`config.mk`:
```
export PLATFORM = sky130hd
export DESIGN_NAME = uart_rx_async
export DESIGN_NICKNAME = d
export VERILOG_FILES = /design/src/rtl/uart_pkg.sv /design/src/rtl/uart_rx_sync.sv /design/src/rtl/uart_rx_async.sv
export SDC_FILE = /design/constraint.sdc
export NUM_CORES = 1
export LEC_CHECK = 0
export ABC_CLOCK_PERIOD_IN_PS = 1580
export CELL_PAD_IN_SITES_DETAIL_PLACEMENT = 1
export CELL_PAD_IN_SITES_GLOBAL_PLACEMENT = 1
export CORE_MARGIN = 2
export CORE_UTILIZATION = 35
export CTS_CLUSTER_DIAMETER = 120
export DETAILED_ROUTE_END_ITERATION = 8
export GPL_TIMING_DRIVEN = 0
export PLACE_DENSITY = 0.7
export SYNTH_ARGS = -nofsm -noshare
export SYNTH_HDL_FRONTEND = slang
export SYNTH_HIERARCHICAL = 1
export SYNTH_SLANG_ARGS = --single-unit
```
`constraint.sdc`:
```
create_clock -name clk -period 1.58 [get_ports clk]
set_input_delay 0.237 -clock clk [delete_from_list [all_inputs] [get_ports clk]]
set_output_delay 0.237 -clock clk [all_outputs]
set_load 0.1 [all_outputs]
```
`src/rtl/uart_pkg.sv`:
```
// Shared UART definitions for the receive path.
//   rx_state_t : receiver FSM states
//   OVERSAMPLE : baud pulses per bit
//   SAMP_DEC   : samp_cnt value at which a bit decision is taken
// Build option: UART_RX_MAJORITY_EN moves the decision to the third of three
// samples (6, 7, 8) and enables majority voting in uart_rx_async.
package uart_pkg;

  localparam int unsigned OVERSAMPLE = 16;

`ifdef UART_RX_MAJORITY_EN
  localparam int unsigned SAMP_DEC = 8;
`else
  localparam int unsigned SAMP_DEC = 7;
`endif

  typedef enum logic [2:0] {
    StIdle,
    StStart,
    StData,
    StParity,
    StStop
  } rx_state_t;

endpackage

```
`src/rtl/uart_rx_sync.sv`:
```
// Line input synchronizer with falling-edge detect.
//   clk, aresetn : clock, async active-low reset
//   d_i          : asynchronous line input (idle high)
//   q_o          : synchronized line value
//   fall_o       : synchronized value went 1 -> 0 (one cycle)
// SYNC_STAGES must be at least 2. All flops reset to 1 (idle line).
module uart_rx_sync #(
  parameter int unsigned SYNC_STAGES = 2
) (
  input  logic clk,
  input  logic aresetn,
  input  logic d_i,
  output logic q_o,
  output logic fall_o
);

  logic [SYNC_STAGES-1:0] sync_q;
  logic                   prev_q;

  always_ff @(posedge clk or negedge aresetn) begin
    if (!aresetn) begin
      sync_q <= '1;
      prev_q <= 1'b1;
    end else begin
      sync_q <= {sync_q[SYNC_STAGES-2:0], d_i};
      prev_q <= sync_q[SYNC_STAGES-1];
    end
  end

  assign q_o    = sync_q[SYNC_STAGES-1];
  assign fall_o = prev_q & ~sync_q[SYNC_STAGES-1];

endmodule

```
`src/rtl/uart_rx_async.sv`:
```
// Asynchronous UART receiver with 16x oversampling and a single holding register.
//   clk, aresetn   : clock, async active-low reset
//   baud_pulse_i   : one-cycle strobe at 16x bit rate
//   rx_i           : serial line, idle high
//   bit8_i         : 1 = 8 data bits, 0 = 7
//   parity_en_i    : parity bit follows data
//   odd_n_even_i   : 1 = odd parity, 0 = even
//   rd_strobe_i    : read (empties) the holding register
//   rx_data_o      : received byte (bit 7 = 0 in 7-bit mode)
//   rx_valid_o     : holding register full
//   parity_err_o   : parity mismatch for rx_data_o
//   framing_err_o  : stop bit sampled low for rx_data_o
//   overrun_o      : sticky, a frame was dropped because the register was full
//   rx_busy_o      : receiver FSM not idle
// Build option: UART_RX_MAJORITY_EN selects 3-sample majority bit decisions.
module uart_rx_async
  import uart_pkg::*;
#(
  parameter int unsigned SYNC_STAGES = 2
) (
  input  logic       clk,
  input  logic       aresetn,
  input  logic       baud_pulse_i,
  input  logic       rx_i,
  input  logic       bit8_i,
  input  logic       parity_en_i,
  input  logic       odd_n_even_i,
  input  logic       rd_strobe_i,
  output logic [7:0] rx_data_o,
  output logic       rx_valid_o,
  output logic       parity_err_o,
  output logic       framing_err_o,
  output logic       overrun_o,
  output logic       rx_busy_o
);

  localparam int unsigned SampW = $clog2(OVERSAMPLE);

  rx_state_t        state_q, state_d;
  logic [SampW-1:0] samp_cnt_q, samp_cnt_d;
  logic [2:0]       bit_cnt_q, bit_cnt_d;
  logic [7:0]       shift_q, shift_d;
  logic             acc_q, acc_d;
  logic             perr_q, perr_d;
  logic [7:0]       rx_data_q, rx_data_d;
  logic             rx_valid_q, rx_valid_d;
  logic             parity_err_q, parity_err_d;
  logic             framing_err_q, framing_err_d;
  logic             overrun_q, overrun_d;

  logic rx_s, rx_fall, samp_bit, dec, load_req, ferr;

  uart_rx_sync #(
    .SYNC_STAGES(SYNC_STAGES)
  ) u_sync (
    .clk    (clk),
    .aresetn(aresetn),
    .d_i    (rx_i),
    .q_o    (rx_s),
    .fall_o (rx_fall)
  );

  assign dec = baud_pulse_i && (samp_cnt_q == SampW'(SAMP_DEC));

`ifdef UART_RX_MAJORITY_EN
  // Samples taken at samp_cnt 6 and 7; the third is the live value at DEC (8).
  logic [1:0] hist_q;

  always_ff @(posedge clk or negedge aresetn) begin
    if (!aresetn) begin
      hist_q <= 2'b11;
    end else if (baud_pulse_i) begin
      if (samp_cnt_q == SampW'(SAMP_DEC - 2)) hist_q[0] <= rx_s;
      if (samp_cnt_q == SampW'(SAMP_DEC - 1)) hist_q[1] <= rx_s;
    end
  end

  assign samp_bit = (hist_q[0] & hist_q[1]) | (hist_q[0] & rx_s) | (hist_q[1] & rx_s);
`else
  assign samp_bit = rx_s;
`endif

  // Frame FSM and bit assembly
  always_comb begin
    state_d    = state_q;
    samp_cnt_d = samp_cnt_q;
    bit_cnt_d  = bit_cnt_q;
    shift_d    = shift_q;
    acc_d      = acc_q;
    perr_d     = perr_q;
    load_req   = 1'b0;
    ferr       = 1'b0;
    if (baud_pulse_i) samp_cnt_d = samp_cnt_q + 1'b1;
    unique case (state_q)
      StIdle: begin
        if (rx_fall) begin
          state_d    = StStart;
          samp_cnt_d = '0;
          bit_cnt_d  = '0;
          shift_d    = '0;  // keeps bit 7 clear in 7-bit mode
          acc_d      = 1'b0;
          perr_d     = 1'b0;
        end
      end
      StStart: begin
        if (dec) state_d = samp_bit ? StIdle : StData;
      end
      StData: begin
        if (dec) begin
          shift_d[bit_cnt_q] = samp_bit;
          acc_d              = acc_q ^ samp_bit;
          bit_cnt_d          = bit_cnt_q + 3'd1;
          if (bit_cnt_q == (bit8_i ? 3'd7 : 3'd6)) begin
            state_d = parity_en_i ? StParity : StStop;
          end
        end
      end
      StParity: begin
        if (dec) begin
          perr_d  = samp_bit != (odd_n_even_i ^ acc_q);
          state_d = StStop;
        end
      end
      StStop: begin
        if (dec) begin
          ferr     = ~samp_bit;
          load_req = 1'b1;
          state_d  = StIdle;
        end
      end
      default: state_d = StIdle;
    endcase
  end

  // Holding register and handshake
  always_comb begin
    rx_data_d     = rx_data_q;
    rx_valid_d    = rx_valid_q;
    parity_err_d  = parity_err_q;
    framing_err_d = framing_err_q;
    overrun_d     = overrun_q;
    if (load_req) begin
      if (!rx_valid_q || rd_strobe_i) begin
        rx_data_d     = shift_q;
        parity_err_d  = perr_q;
        framing_err_d = ferr;
        rx_valid_d    = 1'b1;
      end else begin
        overrun_d = 1'b1;
      end
    end else if (rd_strobe_i && rx_valid_q) begin
      rx_valid_d = 1'b0;
      overrun_d  = 1'b0;
    end
  end

  always_ff @(posedge clk or negedge aresetn) begin
    if (!aresetn) begin
      state_q       <= StIdle;
      samp_cnt_q    <= '0;
      bit_cnt_q     <= '0;
      shift_q       <= '0;
      acc_q         <= 1'b0;
      perr_q        <= 1'b0;
      rx_data_q     <= '0;
      rx_valid_q    <= 1'b0;
      parity_err_q  <= 1'b0;
      framing_err_q <= 1'b0;
      overrun_q     <= 1'b0;
    end else begin
      state_q       <= state_d;
      samp_cnt_q    <= samp_cnt_d;
      bit_cnt_q     <= bit_cnt_d;
      shift_q       <= shift_d;
      acc_q         <= acc_d;
      perr_q        <= perr_d;
      rx_data_q     <= rx_data_d;
      rx_valid_q    <= rx_valid_d;
      parity_err_q  <= parity_err_d;
      framing_err_q <= framing_err_d;
      overrun_q     <= overrun_d;
    end
  end

  assign rx_data_o     = rx_data_q;
  assign rx_valid_o    = rx_valid_q;
  assign parity_err_o  = parity_err_q;
  assign framing_err_o = framing_err_q;
  assign overrun_o     = overrun_q;
  assign rx_busy_o     = (state_q != StIdle);

endmodule

```
==> impl_metrics.json <==
{
  "drtIter0Drc": 62,
  "status": "complete, but fails checks",
  "cp-start-kind": "flop",
  "vias_per_cell": 5.10,
  "synthAdderAreaFrac_pct": 1.40,
  "slew_viol_final": 0,
  "core-area_um2": 5010,
  "routedWlPerCell_um": 16.7,
  "synthMuxAreaShare_pct": 9.21,
  "grt_max_degree": 36,
  "place_congestion": 0.828,
  "irDropWorstVdd_v": 0.000592,
  "p_per_area_nw_per_um2": 1230,
  "synth_nets": 176,
  "leakage_uw": 0.00109,
  "die_x_um": 75.6,
  "fillCellCount": 580,
  "rr_worst_depth": 6,
  "postSynthAreaPerCell_um2": 10.8,
  "dr_total_vias": 1367,
  "grt_pass1_vias": 1443,
  "rsz0062_at_grt": "yes",
  "yosysSeqAreaShare_pct": 49.1,
  "hpwl_um": 2790,
  "rrSetupSlack_ns": -0.10,
  "synth_top_family_by_area": "simple AND/OR/NAND/NOR gates",
  "synth_simple_gate_area_share_pct": 17.2,
  "cts_root_buf": "clkbuf_8",
  "synth_most_common_cell": "dfrtp_1",
  "synthTopCellsByCount": "32 x dfrtp_1, 18 x nand2_1, 11 x nor2_1",
  "ant_nets": 0,
  "clkSinkCount": 35,
  "setup_viol": 15,
  "clk_pin_slew_worst_paths_ns": 0.08,
  "cts_tree": "yes",
  "cts_made_buffers": 5,
  "num_rows": 26,
  "end_kind": "flop",
  "path_class": "flop to flop",
  "violations": "negative setup slack",
  "synth_ff_type": "dfrtp_1",
  "drt_first_pass_iters": 4,
  "max-cap-violations": 0,
  "period_minus_slack_ns": 1.68,
  "slew_headroom_pct": 46.2,
  "ctsHoldBuffers": 0,
  "die_y_um": 75.6,
  "synth_cells": 166,
  "synth_edf_count": 0,
  "yosys.area.top_type": "dfrtp_1",
  "clk_path_buf_depth": 2,
  "n_antenna_cell": 0,
  "synth-compound-area-share_pct": 13.3,
  "synth.distinct_cells": 43,
  "yosysWarnings": 6,
  "hold_viol": 0,
  "synthTopCellsByArea": "dfrtp_1 45%, mux2_4 6.7%, dfstp_2 4.4%, nand2_1 3.8%, buf_6 3.1%",
  "insertion_delay_ns": 0.30,
  "grt_first_pass_wirelength_um": 7040,
  "layout-drive-gt1-share_pct": 37.4,
  "min_period_over_period_pct": 107,
  "cp_max_fo": 5,
  "synthArstFlopShare_pct": 100,
  "start_util_pct": 35.8,
  "fin_nets": 207,
  "crit_required_ns": 1.75,
  "antenna_found_initial": 0,
  "die-area_um2": 5710,
  "io_buffers": 20,
  "r2r_end": "state_q[0]$_DFFE_PN0P_",
  "worst_pin_slew_ns": 0.807,
  "track_usage_pct": 16.8,
  "synth-seq-cells": 35,
  "drc": 0,
  "final_util_pct": 47.9,
  "synth_area_um2": 1790,
  "final.setup.worst_slack_ns": -0.104,
  "syn2layout_area_growth_pct": 33.8,
  "place_ws_ns": -0.641,
  "fin_skew_ns": 0.00683,
  "wirelength_um": 4470,
  "io_pins": 21,
  "fmax_ghz": 0.594,
  "grt-ovfl-total": 0,
  "htree_num_levels": 2,
  "synth_xor_area_share_pct": 2.93,
  "timing.rr.start": "samp_cnt_q[0]$_DFF_PN0_",
  "yosys.area.top_type_share_pct": 44.7,
  "cp.arrival_ns": 1.85,
  "hold_path_class": "input port to async pin"
}
==> layer usage <==
metal	GRT usage (%)	vias to the layer above	share of wire [%]
met5	0	-	0
met2	29.0	22	52
met1	20.4	690	44
li1	-	648	-
met4	7.02	0	1.8
met3	3.57	7	2.7
==> cell families after synthesis <==
family	count (synthesis)
AOI/OAI and AO/OA	35
xor gates and xnor gates	6
adders and majority gates	2
buffers and inverters	20
DFF	35
muxes	12
and+or+nand+nor	56
==> how the worst max path moves through the flow <==
stage                             from                  endpoint  slack [ns]  depth (start not counted)
2_1_floorplan  samp_cnt_q[0]$_DFF_PN0_  parity_err_o$_DFFE_PN0P_        0.02                          6
4_1_cts        samp_cnt_q[0]$_DFF_PN0_    state_q[0]$_DFFE_PN0P_       -0.10                          6
6_report       samp_cnt_q[0]$_DFF_PN0_    state_q[0]$_DFFE_PN0P_       -0.10                          6
3_5_place_dp    state_q[2]$_DFFE_PN0P_                 rx_busy_o       -0.64                          4
5_1_grt        samp_cnt_q[0]$_DFF_PN0_    state_q[0]$_DFFE_PN0P_       -0.17                          6
3_3_place_gp                   aresetn    rx_valid_o$_DFFE_PN0P_       -0.64                          1
==> layout make-up <==
type	instances	area, um^2	area share [%]
Multi-Input combinational cell	111	930	38.7
Sequential cell	35	882	36.8
Timing Repair Buffer	25	249	10.4
Buffer	12	108	4.48
Tap cell	70	87.6	3.65
Clock buffer	6	82.6	3.44
Clock inverter	2	35.0	1.46
Inverter	7	26.3	1.09
==> stage by stage <==
step                hold WS (ns)  instance area, um^2  instances  total power, uW  TNS [ns]
global placement           0.347                 2090        256             1880    -26.65
CTS                       0.0552                 2290        267             2880    -0.973
global route              0.0765                 2400        268             3100     -2.38
floorplan                -0.0586                 1800        166             1700         0
finish                    0.0171                 2400        268             2950    -0.949
detailed placement         0.347                 2080        256             1920    -10.55
==> what timing repair did <==
| item | 4_1_cts | 5_1_grt |
|---|---|---|
| setup endpoints to repair | 34 | 28 |
| buffers inserted | 2 | 1 |
| pin swaps | 8 | 15 |
| endpoints found under the hold margin | 0 | 0 |
| resized for setup | 57 | 28 |
| cloned | 2 | 0 |
==> placed cells by master (no fill, tap or decap), types with 5 or more instances in the layout <==
cell / Yosys / layout
dfrtp_1: 32 / 30
nand2_1: 18 / 18
clkdlybuf4s15_2: 0 / 12
nor2_1: 11 / 11
mux2_4: 8 / 8
inv_1: 7 / 7
buf_6: 5 / 6
buf_4: 2 / 6
clkbuf_8: 0 / 6
clkdlybuf4s50_1: 0 / 5
==> critical path: stages (launching register included) <==
cell	delay, ns
dfrtp_1	0.39
ha_2	0.20
and4b_2	0.25
buf_6	0.14
a41o_1	0.18
a221oi_2	0.27
o32ai_1	0.12
==> power breakdown <==
group          switching (uW)  leakage (uW)  internal (uW)
Sequential               83.8      0.000464           1000
Combinational             623      0.000562            376
Clock                     352     0.0000612            511
Total                    1060       0.00109           1890
==> registers in the layout, summed over array words and instances, names as in the netlist <==
register       count
overrun_o          1
u_sync/prev_q      1
shift_q            8
rx_data_o          8
state_q            3
samp_cnt_q         4
u_sync/sync_q      2
rx_valid_o         1
bit_cnt_q          3
acc_q              1
parity_err_o       1
framing_err_o      1
perr_q             1
Note: power is estimated with default switching activity, not from simulation.
